File: src/rtl/calc_key_sequencer.sv
// calc_key_sequencer: keypad entry sequencer feeding two 3-digit BCD operands and an op to the ALU
module calc_key_sequencer #(
  parameter int MAX_DIGITS = 3,
  parameter int ALU_LAT = 2
) (
  input  logic        clk,
  input  logic        clear,
  input  logic        key_valid,
  input  logic [3:0]  key_code,
  input  logic [15:0] alu_bcd_out,
  input  logic        alu_special,
  output logic [15:0] bcd1,
  output logic [15:0] bcd2,
  output logic [1:0]  op_selected,
  output logic [1:0]  alu_enable,
  output logic [15:0] display_bcd,
  output logic        neg_led,
  output logic        busy
);
  typedef enum logic [2:0] {S_A, S_B, S_EXEC, S_WAIT, S_RES} state_t;
  localparam int WW = $clog2(ALU_LAT + 1);
  localparam logic [1:0] MAXD = 2'(MAX_DIGITS);
  localparam logic [WW-1:0] LAST = WW'(ALU_LAT - 1);
  state_t state_q, state_d;
  logic [11:0] a_q, a_d, b_q, b_d;
  logic [1:0] op_q, op_d, cnt_a_q, cnt_a_d, cnt_b_q, cnt_b_d;
  logic [WW-1:0] wait_q, wait_d;
  logic digit, opk, clr, eq, wipe;
  logic [1:0] opv;
  assign digit = key_valid && key_code <= 4'd9;
  assign opk = key_valid && (key_code == 4'hA || key_code == 4'hB);
  assign clr = key_valid && key_code == 4'hC;
  assign eq = key_valid && key_code == 4'hE;
  assign opv = key_code == 4'hA ? 2'b01 : 2'b10;
  always_comb begin
    state_d = state_q;
    a_d = a_q;
    b_d = b_q;
    op_d = op_q;
    cnt_a_d = cnt_a_q;
    cnt_b_d = cnt_b_q;
    wait_d = wait_q;
    alu_enable = 2'b00;
    wipe = 1'b0;
    case (state_q)
      S_A: begin
        if (digit && cnt_a_q < MAXD) begin
          a_d = {a_q[7:0], key_code};
          cnt_a_d = cnt_a_q + 2'd1;
        end else if (opk) begin
          op_d = opv;
          b_d = '0;
          cnt_b_d = '0;
          state_d = S_B;
        end else if (clr) begin
          a_d = '0;
          cnt_a_d = '0;
        end
      end
      S_B: begin
        if (digit && cnt_b_q < MAXD) begin
          b_d = {b_q[7:0], key_code};
          cnt_b_d = cnt_b_q + 2'd1;
        end else if (opk && cnt_b_q == 2'd0) op_d = opv;
        else if (eq && cnt_b_q != 2'd0) state_d = S_EXEC;
        else if (clr) wipe = 1'b1;
      end
      S_EXEC: begin
        alu_enable = 2'b01;
        wait_d = '0;
        state_d = S_WAIT;
      end
      S_WAIT: begin
        if (clr) wipe = 1'b1;
        else if (wait_q == LAST) state_d = S_RES;
        else wait_d = wait_q + 1'b1;
      end
      S_RES: begin
        if (digit) begin
          a_d = {8'b0, key_code};
          cnt_a_d = 2'd1;
          b_d = '0;
          cnt_b_d = '0;
          op_d = 2'b00;
          state_d = S_A;
        end else if (opk && !alu_special) begin
          // chained result becomes operand A and counts as a full entry
          a_d = alu_bcd_out[11:0];
          cnt_a_d = MAXD;
          op_d = opv;
          b_d = '0;
          cnt_b_d = '0;
          state_d = S_B;
        end else if (clr) wipe = 1'b1;
      end
      default: wipe = 1'b1;
    endcase
    if (wipe) begin
      state_d = S_A;
      a_d = '0;
      b_d = '0;
      op_d = 2'b00;
      cnt_a_d = '0;
      cnt_b_d = '0;
      wait_d = '0;
    end
  end
  always_ff @(posedge clk) begin
    if (clear) begin
      state_q <= S_A;
      a_q <= '0;
      b_q <= '0;
      op_q <= 2'b00;
      cnt_a_q <= '0;
      cnt_b_q <= '0;
      wait_q <= '0;
    end else begin
      state_q <= state_d;
      a_q <= a_d;
      b_q <= b_d;
      op_q <= op_d;
      cnt_a_q <= cnt_a_d;
      cnt_b_q <= cnt_b_d;
      wait_q <= wait_d;
    end
  end
  assign bcd1 = {4'b0, a_q};
  assign bcd2 = {4'b0, b_q};
  assign op_selected = op_q;
  assign busy = state_q == S_EXEC || state_q == S_WAIT;
  assign neg_led = state_q == S_RES && alu_special;
  assign display_bcd = state_q == S_RES ? alu_bcd_out :
                       state_q == S_A ? bcd1 :
                       state_q == S_B ? (cnt_b_q == 2'd0 ? bcd1 : bcd2) : bcd2;
endmodule

File: config.mk
export PLATFORM = sky130hd
export DESIGN_NAME = calc_key_sequencer
export DESIGN_NICKNAME = d
export VERILOG_FILES = /design/src/rtl/calc_key_sequencer.sv
export SDC_FILE = /design/constraint.sdc
export NUM_CORES = 1
export LEC_CHECK = 0
export ABC_AREA = 1
export BUFFER_PORTS_ARGS = -buffer_cell sky130_fd_sc_hd__buf_2
export CORE_MARGIN = 4
export CORE_UTILIZATION = 27
export CTS_CLUSTER_DIAMETER = 100
export DETAILED_ROUTE_END_ITERATION = 8
export MAX_ROUTING_LAYER = met4
export PLACE_DENSITY = 0.54
export SETUP_SLACK_MARGIN = 0.5
export SYNTH_ARGS = -nofsm -noshare
export SYNTH_HDL_FRONTEND = slang
export SYNTH_SLANG_ARGS = --single-unit
File: constraint.sdc
create_clock -name clk -period 1.3 [get_ports clk]
set_input_delay 0.13 -clock clk [delete_from_list [all_inputs] [get_ports clk]]
set_output_delay 0.13 -clock clk [all_outputs]
set_load 0.005 [all_outputs]
Yosys cells after proc, flatten, opt, wreduce, memory -nomap -nowiden
Cells that the tools add are included.
{"block": "word_totals", "reg_bits": 35, "inputBits": 24, "wordCells": 119}
{"block": "op_classes", "reduce_logical": 27, "n_addsub": 3, "mux": 57, "n_lt_le_gt_ge": 3, "n_eq_ne": 22}
{"operator": "$mux 12", "n": 13}
{"operator": "$mux 2", "n": 19}
{"operator": "$pmux 12 s3", "n": 1}
{"operator": "$mux 3", "n": 9}
{"operator": "$pmux 12 s2", "n": 1}
{"operator": "$ne 2x2->1 const B", "n": 10}
{"operator": "$eq 4x4->1 const B", "n": 4}
{"operator": "$mux 16", "n": 1}
{"operator": "$pmux 3 s5", "n": 1}
{"operator": "$pmux 2 s3", "n": 2}
{"operator": "$logic_and 1x1->1", "n": 10}
{"operator": "$ne 3x3->1 const B", "n": 3}
{"operator": "$reduce_and 9->1", "n": 1}
{"operator": "$pmux 2 s2", "n": 2}
{"operator": "$mux 1", "n": 7}
{"operator": "$add 2x1->2 const B", "n": 3}
{"operator": "$eq 3x2->1 const B", "n": 2}
{"operator": "$reduce_and 6->1", "n": 1}
{"operator": "$reduce_bool 2->1", "n": 3}
{"operator": "$reduce_and 5->1", "n": 1}
{"operator": "$reduce_bool 5->1", "n": 1}
{"operator": "$le 4x4->1 const B", "n": 1}
{"operator": "$lt 2x2->1 const B", "n": 2}
{"operator": "$pmux 1 s4", "n": 1}
{"operator": "other kinds (11)", "n": 13}

Longest topological paths before layout
{"block": "logic_depth", "ltp_word": 8, "mapped_depth": 11, "ltp_nobuf": 10}

Worst setup path after synthesis
Ideal clock, no wire load.
{"block": "synth_path", "path_type": "reg2out", "from": "reg state_q[0]", "to": "out display_bcd[11]", "required_time_ns": 1.170, "stages_incl_launch_ff": 6, "arrival_ns": 1.311, "setup_slack_ns": -0.141, "cell_sequence": "dfxtp_1 nand3_2 o21ai_1 buf_2 o21ai_0 o21ai_0"}
{"block": "synth_via", "elab_chain_cells": 4}
{"item": "from (decl)", "line_no": "24", "text": "state_t state_q, state_d;"}
{"item": "from (signal assigned)", "line_no": "118", "text": "state_q <= state_d;"}
{"item": "$eq 3x1->1", "line_no": "134", "text": "state_q == S_B ? (cnt_b_q == 2'd0 ? bcd1 : bcd2) : bcd2;"}
{"item": "$mux 12", "line_no": "134"}
{"item": "$mux 12", "line_no": "133", "text": "state_q == S_A ? bcd1 :"}
{"item": "$mux 16 (*)", "line_no": "132", "text": "assign display_bcd = state_q == S_RES ? alu_bcd_out :"}
{"item": "to (decl)", "line_no": "16", "text": "output logic [15:0] display_bcd,"}
Every way passes the cells marked *; elsewhere a longest branch is shown, timed or not.

Worst setup path in the final report
{"block": "layout_path", "from": "reg state_q[0]", "to": "out display_bcd[0]"}
Same word-level chain as after synthesis.

==> flow_metrics.tcl <==
set metrics [dict create \
    ys_ff_latch 35 \
    intPower_mw 5.36 \
    slew_violations 0 \
    ys_seq_area_share_pct 29.0 \
    finalCriticalPeriod_ps 1750 \
    clockBufferDepth 2 \
    port_buffers 68 \
    synth.most_common_cell "nand2_1" \
    gp_congestion 0.893 \
    clk_pin_slew_worst_paths_ps 90 \
    rsz0062_at_grt "true" \
    status "complete, but fails checks" \
    syn_inst 410 \
    period_share_pct 135 \
    power.share.clock_pct 9.1 \
    die_area_um2 10500 \
    drc_errors 0 \
    cp_max_fo 20 \
    swShare_pct 44.5 \
    synth-async-reset-ratio_pct 0 \
    min_path_cells 5 \
    grt_pass1_vias 2832 \
    finalSetupViolations 53 \
    reg2reg_from "state_q[2]" \
    r2r_end "a_q[7]" \
    fillCellCount 826 \
    dpl_worst_slack_ps -152 \
    grt_max_degree 21 \
    rr_worst_depth 11 \
    synthTopCellsByCount "nand2_1 (126), nor2_1 (86), inv_1 (52), dfxtp_1 (35), o21ai_0 (32)" \
    end_kind "output port" \
    die_x_um 103 \
    power_density_nw_per_um2 2260 \
    insertion_delay_ps 300 \
    htree_levels 2 \
    timing.max_cap.violations 0 \
    synth_edf_count 0 \
    drtIter0Drc 106 \
    area_growth_pct 77.0 \
    fin_area_um2 4270 \
    core-area_um2 8720 \
    layout.cells.non_filler 653 \
    crit_start "state_q[0]" \
    ff2ff_setup_slack_ps -430 \
    yosys_warnings 0 \
    final.setup_skew_ps 7.85 \
    min_path_type "in -> reg" \
    yosys_most_used_dff "dfxtp_1" \
    p_leak_nw 2.12 \
    drive_gt1_share_pct 51.9 \
    setup_ws_ps -449 \
    wirelength_mm 8.85 \
    nNetsFinal 572 \
    grt_pass1_wl_mm 13.8 \
    dp_hpwl_mm 5.97 \
    worstSetupPathType "reg -> out" \
    cts_buffers 5 \
    pwr-share-seq_pct 20.2 \
    grt_antenna_before_repair 0 \
    die_h_um 103 \
    comb_power_share_pct 70.7 \
    cp.required_ps 1170 \
    max_freq_mhz 572 \
    io_pins 78 \
    syn_area_per_cell_um2 5.88 \
    viasPerCell 4.55 \
    ctsHoldBuffers 0 \
    tritoncts "built" \
    grt_remaining_overflow 0 \
    vias 2969 \
    clkSinkCount 35 \
    place_area_um2 3200 \
    violations "negative setup slack" \
    std_cell_rows 34 \
    ys_types 25 \
    synth_top_area_share_pct 29.0 \
    grtUsageTotal_pct 17.1 \
    hold_end "b_q[3]" \
    synth_top_cell_by_area "dfxtp_1" \
    initial_core_util_pct 27.7 \
    wl_per_cell_um 13.5 \
    min_from "key_code[3]" \
    diodes 0 \
    cp-start-kind "register" \
    final-hold-violation-count 0 \
    cts-root-buf "clkbuf_8" \
    vdd_drop_max_mv 0.842 \
    first_pass_iters 4 \
    ant_nets 0 \
    holdWs_ps 219 \
    dp_cells 613 \
    netSwitchingPower_mw 4.30 \
    ys_top_cells_by_area "dfxtp_1 (29%), nand2_1 (20%), nor2_1 (13%)" \
    syn_area_um2 2410 \
    arrival_ps 1620 \
]
critical path, cell delays in order, from the launching register on:
cell and delay [ps]:
dfxtp_4 380, nor2_4 180, nand2_2 120, o21ai_4 100
buf_12 170, nand2_1 60, o21ai_1 70, o21ai_1 100
buf_2 130
placed cells by master, fill, tap and decap left out, types with 8 or more instances in the layout:
cell type | synthesis | routed
nor2_1 | 86 | 62
buf_4 | 12 | 35
buf_2 | 6 | 49
conb_1 | 1 | 9
buf_6 | 2 | 41
inv_1 | 52 | 41
nand2_1 | 126 | 87
nand3_1 | 11 | 10
inv_2 | 4 | 8
o21ai_0 | 32 | 10
dfxtp_4 | 0 | 13
o21ai_1 | 2 | 19
nor2_4 | 2 | 15
nor2_2 | 3 | 14
nand2_4 | 2 | 8
nand2_2 | 2 | 34
dfxtp_2 | 0 | 18
o22ai_1 | 8 | 8
through the flow:
step                      utilization (%)  power, mW  setup TNS (ps)
after floorplan                         -       4.76            -162
after global placement               36.7       6.39           -3930
after detailed placement             36.7       6.43           -4660
after CTS                            44.3       8.77          -12740
after global routing                 49.0       10.5          -22520
final                                49.0       9.66          -18520
worst max-delay path by stage:
stage,to
after global placement,display_bcd[1]
after floorplan,cnt_b_q[0]
final,display_bcd[0]
after detailed placement,display_bcd[7]
after global routing,display_bcd[1]
after CTS,display_bcd[1]
state kept, by name (all words and copies together) (netlist names):
register and flops:
a_q 12, b_q 12, state_q 3, cnt_a_q 2, cnt_b_q 2, op_selected 2, wait_q 2
power by group through the flow:
stage	clock network, mW	logic [mW]	registers [mW]
finish	0.875	6.83	1.95
global route	0.943	7.52	2.00
CTS	0.896	5.99	1.89
detailed placement	0	4.61	1.83
global placement	0	4.58	1.82
floorplan	0	2.98	1.78
per-layer routing:
layer	GRT usage, %	vias to the layer above	share of wire [%]
li1	-	1522	-
met1	22.4	1386	45
met2	27.9	51	50
met3	2.23	10	3.7
met4	4.14	0	1.1
met5	-	-	0
area by class of cell:
type / count / area, um2 / share of cell area [%]
Multi-Input combinational cell: 308 / 1790 / 41.8
Sequential cell: 35 / 772 / 18.1
Clock inverter: 3 / 25.0 / 0.586
Inverter: 56 / 228 / 5.33
Timing Repair Buffer: 138 / 1250 / 29.4
Tap cell: 108 / 135 / 3.16
Clock buffer: 5 / 68.8 / 1.61
logic make-up after synthesis:
logic type,synth area share [%]
flops,29.0
simple gates,42.2
other cells,0.155
fa+ha+maj,2.07
compound gates,11.6
buf+inv,14.9
what timing repair did:
item / 4_1_cts / 5_1_grt
pin swaps: 23 / 27
gates resized for setup: 103 / 88
endpoints found under the hold margin: 0 / 0
cloned: 7 / 1
endpoints found under the setup margin: 80 / 80
setup buffers: 15 / 9
Power figures use the tool's default switching activity.
